$ cat config.mk
export PLATFORM = sky130hd
export DESIGN_NAME = receiver_flat
export DESIGN_NICKNAME = d
export VERILOG_FILES = /design/src/rtl/receiver_if.sv /design/src/rtl/receiver.sv /design/src/flat_wrapper.sv
export SDC_FILE = /design/constraint.sdc
export NUM_CORES = 1
export LEC_CHECK = 0
export CAP_MARGIN = 40
export CELL_PAD_IN_SITES_DETAIL_PLACEMENT = 2
export CELL_PAD_IN_SITES_GLOBAL_PLACEMENT = 2
export CORE_UTILIZATION = 36
export DETAILED_ROUTE_END_ITERATION = 10
export PLACE_DENSITY_LB_ADDON = 0.1
export SETUP_SLACK_MARGIN = 0.02
export SLEW_MARGIN = 20
export SYNTH_ARGS = -nofsm -noshare
export SYNTH_HDL_FRONTEND = slang
export SYNTH_SLANG_ARGS = --single-unit
$ cat constraint.sdc
create_clock -name tx_clk -period 2 [get_ports tx_clk]
set_input_delay 0.4 -clock tx_clk [delete_from_list [all_inputs] [get_ports tx_clk]]
set_output_delay 0.4 -clock tx_clk [all_outputs]
set_load 0.05 [all_outputs]
$ cat src/rtl/receiver_if.sv
// ---------------------------------------------------------------------------
// receiver_if
// Bundles the serial receiver's control, line and result signals.
//   rx_enable      : permits start-bit detection while the receiver is idle
//   rx_data_in     : serial line, idle high, same clock as the transmitter
//   rx_data_out    : last received data byte
//   rx_valid       : one-cycle frame completion pulse
//   parity_error   : parity bit mismatch, qualifies rx_valid
//   framing_error  : stop bit sampled low, qualifies rx_valid
//   busy           : frame reception in progress
// Modports: master drives the line side (testbench / upstream logic),
//           slave is the receiver itself.
// ---------------------------------------------------------------------------
interface receiver_if #(
    parameter int DATA_WIDTH = 8
);
    logic                  rx_enable;
    logic                  rx_data_in;
    logic [DATA_WIDTH-1:0] rx_data_out;
    logic                  rx_valid;
    logic                  parity_error;
    logic                  framing_error;
    logic                  busy;

    modport master (
        output rx_enable,
        output rx_data_in,
        input  rx_data_out,
        input  rx_valid,
        input  parity_error,
        input  framing_error,
        input  busy
    );

    modport slave (
        input  rx_enable,
        input  rx_data_in,
        output rx_data_out,
        output rx_valid,
        output parity_error,
        output framing_error,
        output busy
    );
endinterface

$ cat src/rtl/receiver.sv
// ---------------------------------------------------------------------------
// receiver
// Same-clock serial frame receiver: start(0), DATA_WIDTH data bits LSB
// first, even parity bit, stop(1). One bit per tx_clk cycle, line sampled
// directly (no synchronizer) since it shares the transmitter's clock.
//
// Ports:
//   tx_clk : bit-rate clock, all state changes on its rising edge
//   rst_n  : asynchronous active-low reset
//   bus    : receiver_if.slave (rx_enable, rx_data_in in;
//            rx_data_out, rx_valid, parity_error, framing_error, busy out)
//
// state     | meaning
// ----------+-----------------------------------------------------------
// IDLE      | waiting for a start bit (needs rx_enable=1, line=0)
// DATA      | shifting in data bits, LSB first
// PARITY    | capturing the parity bit
// STOP      | sampling stop bit, publishing byte and error flags
// WAIT_IDLE | stop bit was 0; wait for line to return high
// ---------------------------------------------------------------------------
module receiver #(
    parameter int DATA_WIDTH = 8
) (
    input  logic       tx_clk,
    input  logic       rst_n,
    receiver_if.slave  bus
);

    localparam int CNT_W = (DATA_WIDTH > 1) ? $clog2(DATA_WIDTH) : 1;
    localparam logic [CNT_W-1:0] CNT_LAST = CNT_W'(DATA_WIDTH - 1);

    typedef enum logic [2:0] {
        IDLE      = 3'd0,
        DATA      = 3'd1,
        PARITY    = 3'd2,
        STOP      = 3'd3,
        WAIT_IDLE = 3'd4
    } state_t;

    state_t                state;
    state_t                state_nxt;
    logic [DATA_WIDTH-1:0] shift_reg;
    logic [CNT_W-1:0]      bit_cnt;
    logic                  parity_bit;

    logic                  start_det;
    logic                  shift_en;
    logic                  parity_cap;
    logic                  frame_done;
    logic                  busy_nxt;

    // State register
    always_ff @(posedge tx_clk or negedge rst_n) begin
        if (!rst_n) begin
            state <= IDLE;
        end else begin
            state <= state_nxt;
        end
    end

    // Next-state logic
    always_comb begin
        state_nxt = state;
        case (state)
            IDLE: begin
                if (bus.rx_enable && !bus.rx_data_in) begin
                    state_nxt = DATA;
                end
            end
            DATA: begin
                if (bit_cnt == CNT_LAST) begin
                    state_nxt = PARITY;
                end
            end
            PARITY: begin
                state_nxt = STOP;
            end
            STOP: begin
                // A low stop bit means the line may still be held low; refuse
                // to treat it as a new start bit until it has gone high again.
                state_nxt = bus.rx_data_in ? IDLE : WAIT_IDLE;
            end
            WAIT_IDLE: begin
                if (bus.rx_data_in) begin
                    state_nxt = IDLE;
                end
            end
            default: begin
                state_nxt = IDLE;
            end
        endcase
    end

    // Output / datapath control decode
    always_comb begin
        start_det  = (state == IDLE) && bus.rx_enable && !bus.rx_data_in;
        shift_en   = (state == DATA);
        parity_cap = (state == PARITY);
        frame_done = (state == STOP);
        // busy is registered from the next state so it tracks the frame
        // exactly: high after the start edge, low after the stop edge.
        busy_nxt   = (state_nxt == DATA) || (state_nxt == PARITY) ||
                     (state_nxt == STOP);
    end

    // Datapath and registered outputs
    always_ff @(posedge tx_clk or negedge rst_n) begin
        if (!rst_n) begin
            shift_reg         <= '0;
            bit_cnt           <= '0;
            parity_bit        <= 1'b0;
            bus.rx_data_out   <= '0;
            bus.rx_valid      <= 1'b0;
            bus.parity_error  <= 1'b0;
            bus.framing_error <= 1'b0;
            bus.busy          <= 1'b0;
        end else begin
            bus.rx_valid <= frame_done;
            bus.busy     <= busy_nxt;

            if (start_det) begin
                bit_cnt <= '0;
            end else if (shift_en) begin
                // Right shift: the first bit received ends up in bit 0.
                shift_reg <= {bus.rx_data_in, shift_reg[DATA_WIDTH-1:1]};
                bit_cnt   <= bit_cnt + 1'b1;
            end

            if (parity_cap) begin
                parity_bit <= bus.rx_data_in;
            end

            // Errored frames still overwrite the data byte and both flags.
            if (frame_done) begin
                bus.rx_data_out   <= shift_reg;
                bus.parity_error  <= (^shift_reg) ^ parity_bit;
                bus.framing_error <= ~bus.rx_data_in;
            end
        end
    end

endmodule

$ cat src/flat_wrapper.sv
// flat-port wrapper written by rule: the top's interface ports become plain ports
module receiver_flat 
#(
    parameter int DATA_WIDTH = 8
)
  (tx_clk, rst_n, bus_rx_enable, bus_rx_data_in, bus_rx_data_out, bus_rx_valid, bus_parity_error, bus_framing_error, bus_busy);
  receiver_if #(.DATA_WIDTH(DATA_WIDTH)) bus_i ();
  input  logic tx_clk;
  input  logic rst_n;
  input wire logic [$bits(bus_i.rx_enable)-1:0] bus_rx_enable;
  input wire logic [$bits(bus_i.rx_data_in)-1:0] bus_rx_data_in;
  output wire logic [$bits(bus_i.rx_data_out)-1:0] bus_rx_data_out;
  output wire logic [$bits(bus_i.rx_valid)-1:0] bus_rx_valid;
  output wire logic [$bits(bus_i.parity_error)-1:0] bus_parity_error;
  output wire logic [$bits(bus_i.framing_error)-1:0] bus_framing_error;
  output wire logic [$bits(bus_i.busy)-1:0] bus_busy;
  assign bus_i.rx_enable = bus_rx_enable;
  assign bus_i.rx_data_in = bus_rx_data_in;
  assign bus_rx_data_out = bus_i.rx_data_out;
  assign bus_rx_valid = bus_i.rx_valid;
  assign bus_parity_error = bus_i.parity_error;
  assign bus_framing_error = bus_i.framing_error;
  assign bus_busy = bus_i.busy;
  receiver #(.DATA_WIDTH(DATA_WIDTH)) u_core (.tx_clk(tx_clk), .rst_n(rst_n), .bus(bus_i));
endmodule
# == Word level (Yosys, flattened, before mapping) ==
# Index checks and enable logic that the tools add are counted.
# word_totals
register_bits,27
inputBits,4
out_inout_bits,12
wordCells,38
# classes
addsub,1
eq_ne,8
n_mux,7
n_bitwise,3
n_reduce_logical,10
# op_table
op,count
$mux W3,6
$pmux W3 S5,1
$eq A3 B2 Y1 const B,4
$reduce_xor A8 Y1,1
$eq A3 B1 Y1 const B,2
$eq A3 B3 Y1 const B,2
$add A3 B1 Y3 const B,1
$logic_and A1 B1 Y1,3
$logic_not A3 Y1,1
$logic_or A1 B1 Y1,2
$not A1 Y1,2
$reduce_and A2 Y1,1
$reduce_bool A2 Y1,1
$logic_not A1 Y1,1
$xor A1 B1 Y1,1

# == Logic depth before layout (Yosys ltp) ==
# logic_depth
ltp_word,7
depth_mapped,5
ltp_nobuf,4

# == Least setup slack after synthesis ==
# Ideal clock, no wire load.
# synth_path
path_type,register to register
startpoint,reg u_core.state[1]
endpoint,reg u_core.shift_reg[7]
arrival_ps,1243
required_time_ps,1875
path_slack_ps,632
path_stages_with_launch,5
n_path_buf,1
period_less_slack_ps,1368
cell_sequence,dfrtp_1 -> nand2b_1 -> nor2_1 -> buf_6 -> mux2_2
# synth_between
elab_chain_cells,5
elab_cells_between_ends,6
# synth_lines
element,line,text
start: declaration,receiver.sv:40,state_t state;
start signal: assignment,receiver.sv:57,state <= state_nxt;
$logic_not A3 Y1,receiver.sv:96,start_det = (state == IDLE) && bus.rx_enable && !bus.rx_data_in;
$logic_and A1 B1 Y1 (2 in a row),receiver.sv:96,
$not A1 Y1 (no source line),n/a,
$reduce_and A2 Y1 (no source line) (*),n/a,
end signal: assignment,receiver.sv:125,"shift_reg <= {bus.rx_data_in, shift_reg[DATA_WIDTH-1:1]};"
end: declaration,receiver.sv:42,logic [DATA_WIDTH-1:0] shift_reg;
# Every way passes the cells marked *; elsewhere a longest branch is shown, timed or not.
# A chain may end at the register's enable or synchronous reset.

# == Worst setup path after layout ==
# layout_path
startpoint,reg u_core.bus.rx_data_out[1]
endpoint,out bus_rx_data_out[1]
# layout_rtl
element,line,text
start: declaration,receiver_if.sv:38,"output rx_data_out,"
start signal: assignment,receiver.sv:135,bus.rx_data_out <= shift_reg;
end: declaration,flat_wrapper.sv:12,output wire logic [$bits(bus_i.rx_data_out)-1:0] bus_rx_data_out;
# No word-level cell between the ends.

==> results.json <==
{
  "r2r_start": "u_core.state[1]",
  "drive_above_1_share_pct": 24.00,
  "synth-seq-cells": 27,
  "finalNetCount": 107,
  "drcViolationCount": 0,
  "die_w_um": 58.52,
  "cp_num_cells": 1,
  "yosys.area_share.simple_pct": 7.399,
  "critPathBufInv": 1,
  "synth_cell_type_count": 22,
  "end_kind": "primary output",
  "syn_area_sq_um": 1150,
  "async_reset_ff_share_pct": 100.0,
  "synth-xor-area-share_pct": 6.529,
  "multi_input_area_sq_um": 449.2,
  "synthToLayoutAreaGrowth_pct": 19.59,
  "gp_congestion": 0.6507,
  "grt.total_usage_pct": 14.66,
  "core_sq_um": 3053,
  "clockRootBuffer": "clkbuf_4",
  "ys_seq_area_share_pct": 58.76,
  "wl_per_cell_um": 14.49,
  "synth-compound-area-share_pct": 5.332,
  "h-tree-depth": 1,
  "synth_top_family_by_area": "multiplexers",
  "viasPerCell": 4.785,
  "fp.dieH_um": 58.52,
  "worst-setup-path-type": "flip-flop to primary output",
  "synthCells": 82,
  "synth_ff_type": "dfrtp_1",
  "clock-sinks": 27,
  "critPathRequiredTime_ns": 1.60,
  "synth_area_leader_cell": "dfrtp_1",
  "fin_tns_setup_ns": 0,
  "hold_class": "input port to async pin",
  "r2r_slack_ns": 0.50,
  "rsz0062_at_grt": "no",
  "slew_violations": 0,
  "slew_headroom_pct": 66.50,
  "startpoint_type": "flip-flop",
  "drt_iter0_drc": 10,
  "tritoncts": "done",
  "cts_resized": 0,
  "syn_nets": 88,
  "fmax_mhz": 525.3,
  "drt-pass1-iter-count": 2,
  "grt_pass1_wl_um": 3622,
  "timing.rr.end": "u_core.shift_reg[1]",
  "finalCriticalPeriod_ns": 1.904,
  "final_hold_viol_count": 0,
  "r2r_cells": 4,
  "cap_violations": 0,
  "post_cts_buffers": 0,
  "rows": 20,
  "cts_hold_buf": 0,
  "tightest_slew_ns": 0.5009,
  "ys.warnings.count": 0,
  "place_ws_ns": 0.3655,
  "io_pins": 16,
  "arrival_ns": 1.50,
  "num_vias": 689,
  "initial_core_util_pct": 37.66,
  "clockBufferDepth": 2,
  "overflow": 0,
  "slowest_delay_ns": 0.81,
  "syn_avg_cell_area_sq_um": 14.02,
  "status": "completed",
  "fp.dieArea_sq_um": 3424,
  "diodes": 0,
  "cts_buffers": 3,
  "setup_slack_ns": 0.09637,
  "io_buffers": 15,
  "synth_edf_count": 0,
  "ant_nets": 0,
  "grt_max_degree": 28,
  "critPathTopFamily": "buffers and inverters",
  "yosysTopAreaCellShare_pct": 58.76,
  "setup_viol": 0,
  "antenna_found_initial": 0,
  "slowest_stage": "clkdlybuf4s50_1",
  "insertion_delay_ns": 0.32,
  "worstPathMaxFanout": 2,
  "clk_pin_slew_ns": 0.14,
  "layout.area.seq_sq_um": 675.6,
  "synth-adder-area-share_pct": 2.176,
  "path_cells": "clkdlybuf4s50_1",
  "n_fill_cell": 316,
  "ys_top_cells_by_area": "dfrtp_1 59%, mux2_2 18%, xnor2_1 3.0%, ha_1 2.2%, xnor3_1 2.0%",
  "dp_hpwl_um": 1458,
  "wl_um": 2087,
  "utilization_pct": 45.04,
  "skew_ns": 0.001877,
  "fin_crit_sh_pct": 95.18,
  "grt_pass1_vias": 748,
  "synthMuxAreaShare_pct": 17.63
}
layout by cell type, fill, tap and decap left out, types with 3 or more instances in the layout:
cell type | synthesis | routed
clkbuf_4 | 0 | 3
mux2_2 | 18 | 18
nand2b_1 | 3 | 3
nor2_1 | 3 | 3
xnor2_1 | 4 | 4
dfrtp_1 | 27 | 27
clkdlybuf4s50_1 | 0 | 15
a21oi_1 | 3 | 3
nand2_1 | 4 | 4
final cells by class:
| type | count | share of cell area [%] |
|---|---|---|
| Inverter | 1 | 0.2730 |
| Timing Repair Buffer | 17 | 12.01 |
| Tap cell | 44 | 4.004 |
| Sequential cell | 27 | 49.14 |
| Multi-Input combinational cell | 51 | 32.67 |
| Clock buffer | 4 | 1.911 |
per-layer routing:
layer	vias up	routed length, um	global-route usage [%]
met5	-	0	0
met4	0	33	9.184
met3	4	70	2.198
met2	14	1009	23.48
met1	352	973	18.67
li1	319	-	-
Yosys cell counts, types with 2 or more instances:
cell,instances
a21oi_1,3
o21ai_0,2
dfrtp_1,27
ha_1,2
nand2b_1,3
xnor2_1,4
nor2b_1,2
mux2_2,18
nand2_1,4
a22o_1,2
xor2_1,2
nor2_1,3
worst register-to-register path, stage by stage (launching register included):
cell and delay (ns):
dfrtp_1 0.51, nand2b_1 0.21, nor2_1 0.11, buf_4 0.21, mux2_2 0.36
how the worst max path moves through the flow:
| stage | start | endpoint | slack [ns] |
|---|---|---|---|
| after global routing | u_core.bus.rx_data_out[1] | bus_rx_data_out[1] | 0.02 |
| after CTS | u_core.bus.rx_data_out[1] | bus_rx_data_out[1] | 0.06 |
| after detailed placement | bus_rx_data_in | u_core.bit_cnt[0] | 0.37 |
| after global placement | bus_rx_data_in | u_core.bit_cnt[0] | 0.39 |
| after floorplan | u_core.state[1] | u_core.shift_reg[7] | 0.63 |
| final | u_core.bus.rx_data_out[1] | bus_rx_data_out[1] | 0.1 |
cells by family after synthesis:
group / count (synthesis)
DFF: 27
muxes: 18
and+or+nand+nor: 14
AOI/OAI and AO/OA: 10
xor gates and xnor gates: 7
buffers and inverters: 4
adders and majority gates: 2
per-stage QoR:
stage          cells  area, sq um  hold WS, ns
3_3_place_gp     140         1349       0.4678
5_1_grt          144         1375       0.4453
3_5_place_dp     140         1349       0.4905
6_report         144         1375       0.4349
4_1_cts          144         1375       0.4308
2_1_floorplan     82         1150       0.1044
Power is not shown: default switching activity piles up to over one toggle a cycle in this logic, so the estimate is an artifact.
==> RTL edit: new RTL, config.mk and constraints unchanged <==
The 5 states of `state_t` get a one-hot encoding in 5 bits.
--- a/src/rtl/receiver.sv
+++ b/src/rtl/receiver.sv
@@ -30,10 +30,10 @@
     localparam logic [CNT_W-1:0] CNT_LAST = CNT_W'(DATA_WIDTH - 1);
 
-    typedef enum logic [2:0] {
-        IDLE      = 3'd0,
-        DATA      = 3'd1,
-        PARITY    = 3'd2,
-        STOP      = 3'd3,
-        WAIT_IDLE = 3'd4
+    typedef enum logic [4:0] {
+        IDLE      = 5'b00001,
+        DATA      = 5'b00010,
+        PARITY    = 5'b00100,
+        STOP      = 5'b01000,
+        WAIT_IDLE = 5'b10000
     } state_t;
 
Behaviour: same outputs for any inputs over 10 cycles, from zero or initial values and one cycle with rst_n low; not proved beyond that.
==> RTL edit against the unedited design <==
- sequential cell count increased by 2
- clock skew grew 2.0 ps
- critical path depth increased by 3
- setup slack improved by 34 ps
- area after synthesis grew 16%
- cell area rose by 18%
- register-to-register slack lost 370 ps
- wire length rose by 43%
- highest routed layer unchanged
==> RTL edit: results (changes against the unedited design) <==
* Status: finished, final reports clean
* Crit path largest cell delay at 760 ps (-50 ps)
* CP arrival at 2040 ps (+540 ps)
* DR vias at 929 (+35%)
* FF-to-FF setup slack at 130 ps (-370 ps)
* Top post-synthesis cells by area: dfrtp_1, nand2_1, mux2_4
* Most frequent cells after synthesis: dfrtp_1, nand2_1, xnor2_1
* CP max-delay cell: or4b_2
* Hpwl dp at 2151 um (+48%)
* Layout cells sized above 1 at 18.44% (-5.6 points)
* Clk Latency, worst-skew pair at 280 ps (-40 ps)
* Area after detailed placement at 1539 sq um (+14%)
* First DRT Iteration DRCs at 24 (+14)
* First-pass GRT wire length at 5423 um (+50%)
* Start of the worst register-to-register path: u_core.state[4]$_DFF_PN0_
* Sequential share of the synthesized area at 54.40% (-4.4 points)
* Yosys cell types at 33 (+50%)
* Synth top area share at 52.43% (-6.3 points)
* Worst-path maximum fanout at 9 (+7)
* Vias in the first global route at 1,079 (+44%)
* Reg-to-Reg End: u_core.shift_reg[4]$_DFFE_PN0P_
* Clk slew on worst S/H paths at 60 ps (-80 ps)
* Final instance area at 1623 sq um (+18%)
* Clk_skew at 3.846 ps (+1.969 ps)
* Routed len/inst at 15.97 um (+10%)
* H-tree levels at 2 (+1)
* CP endpoint kind: flop
* Routed WL at 2986 um (+43%)
* Min Hold Slack at 508.6 ps (+73.66 ps)
* # placed instances at 179 (+28%)
* Clock root buffer: clkbuf_8
* CTS Buf Count at 5 (+2)
* Clock buffer depth at 2 (unchanged)
* Placer congestion estimate at 0.7444 (+14%)
* Worst slew pin tran at 509.3 ps (+8.389 ps)
* Nets at 146 (+36%)
* Syn_nets at 125 (+42%)
* Largest delay share family, worst path: simple AND/OR/NAND/NOR gates
* Initial antenna violation count at 0 (unchanged)
* Global Route Usage Sum at 18.49% (+3.8 points)
* First-pass DRT Iterations at 3 (+1)
* Largest net degree at the start of global routing at 30 (+7.1%)
* Synthesized area per cell at 11.23 sq um (-20%)
* DP Worst Slack at 112.9 ps (-252.7 ps)
* Minimum clock period at 1870 ps (-34.07 ps)
* Fillers at 350 (+11%)
==> RTL edit: kinds of logic (layout without fill, tap and decap cells) <==
logic type	after synthesis	after routing	share of synthesized area (%)
simple gates	48	48	17.61
flops	29	29	54.40
compound gates	11	11	5.244
mux	11	11	10.58
xor+xnor	10	10	6.555
buf+inv	8	30	3.745
fa+ha+maj	2	2	1.872
==> RTL edit: layer usage <==
layer / share of wire (%) / vias up / track usage [%]
met2: 50 / 16 / 31.05
li1: - / 435 / -
met4: 1.9 / 0 / 8.721
met5: 0 / - / 0
met1: 45 / 470 / 21.60
met3: 3.1 / 8 / 5.109
==> RTL edit: layout make-up <==
type | count | share of cell area [%]
flip-flops and latches | 29 | 44.80
multi-input cells | 82 | 34.70
repair buffers | 20 | 11.57
clock buffers | 8 | 4.934
well taps | 46 | 3.547
inverters | 2 | 0.4626
==> RTL edit: power by group <==
part           internal [mW]  switching (mW)
clock network          0.246           0.208
registers              0.682           0.115
logic                  0.273           0.288
total                   1.20           0.611
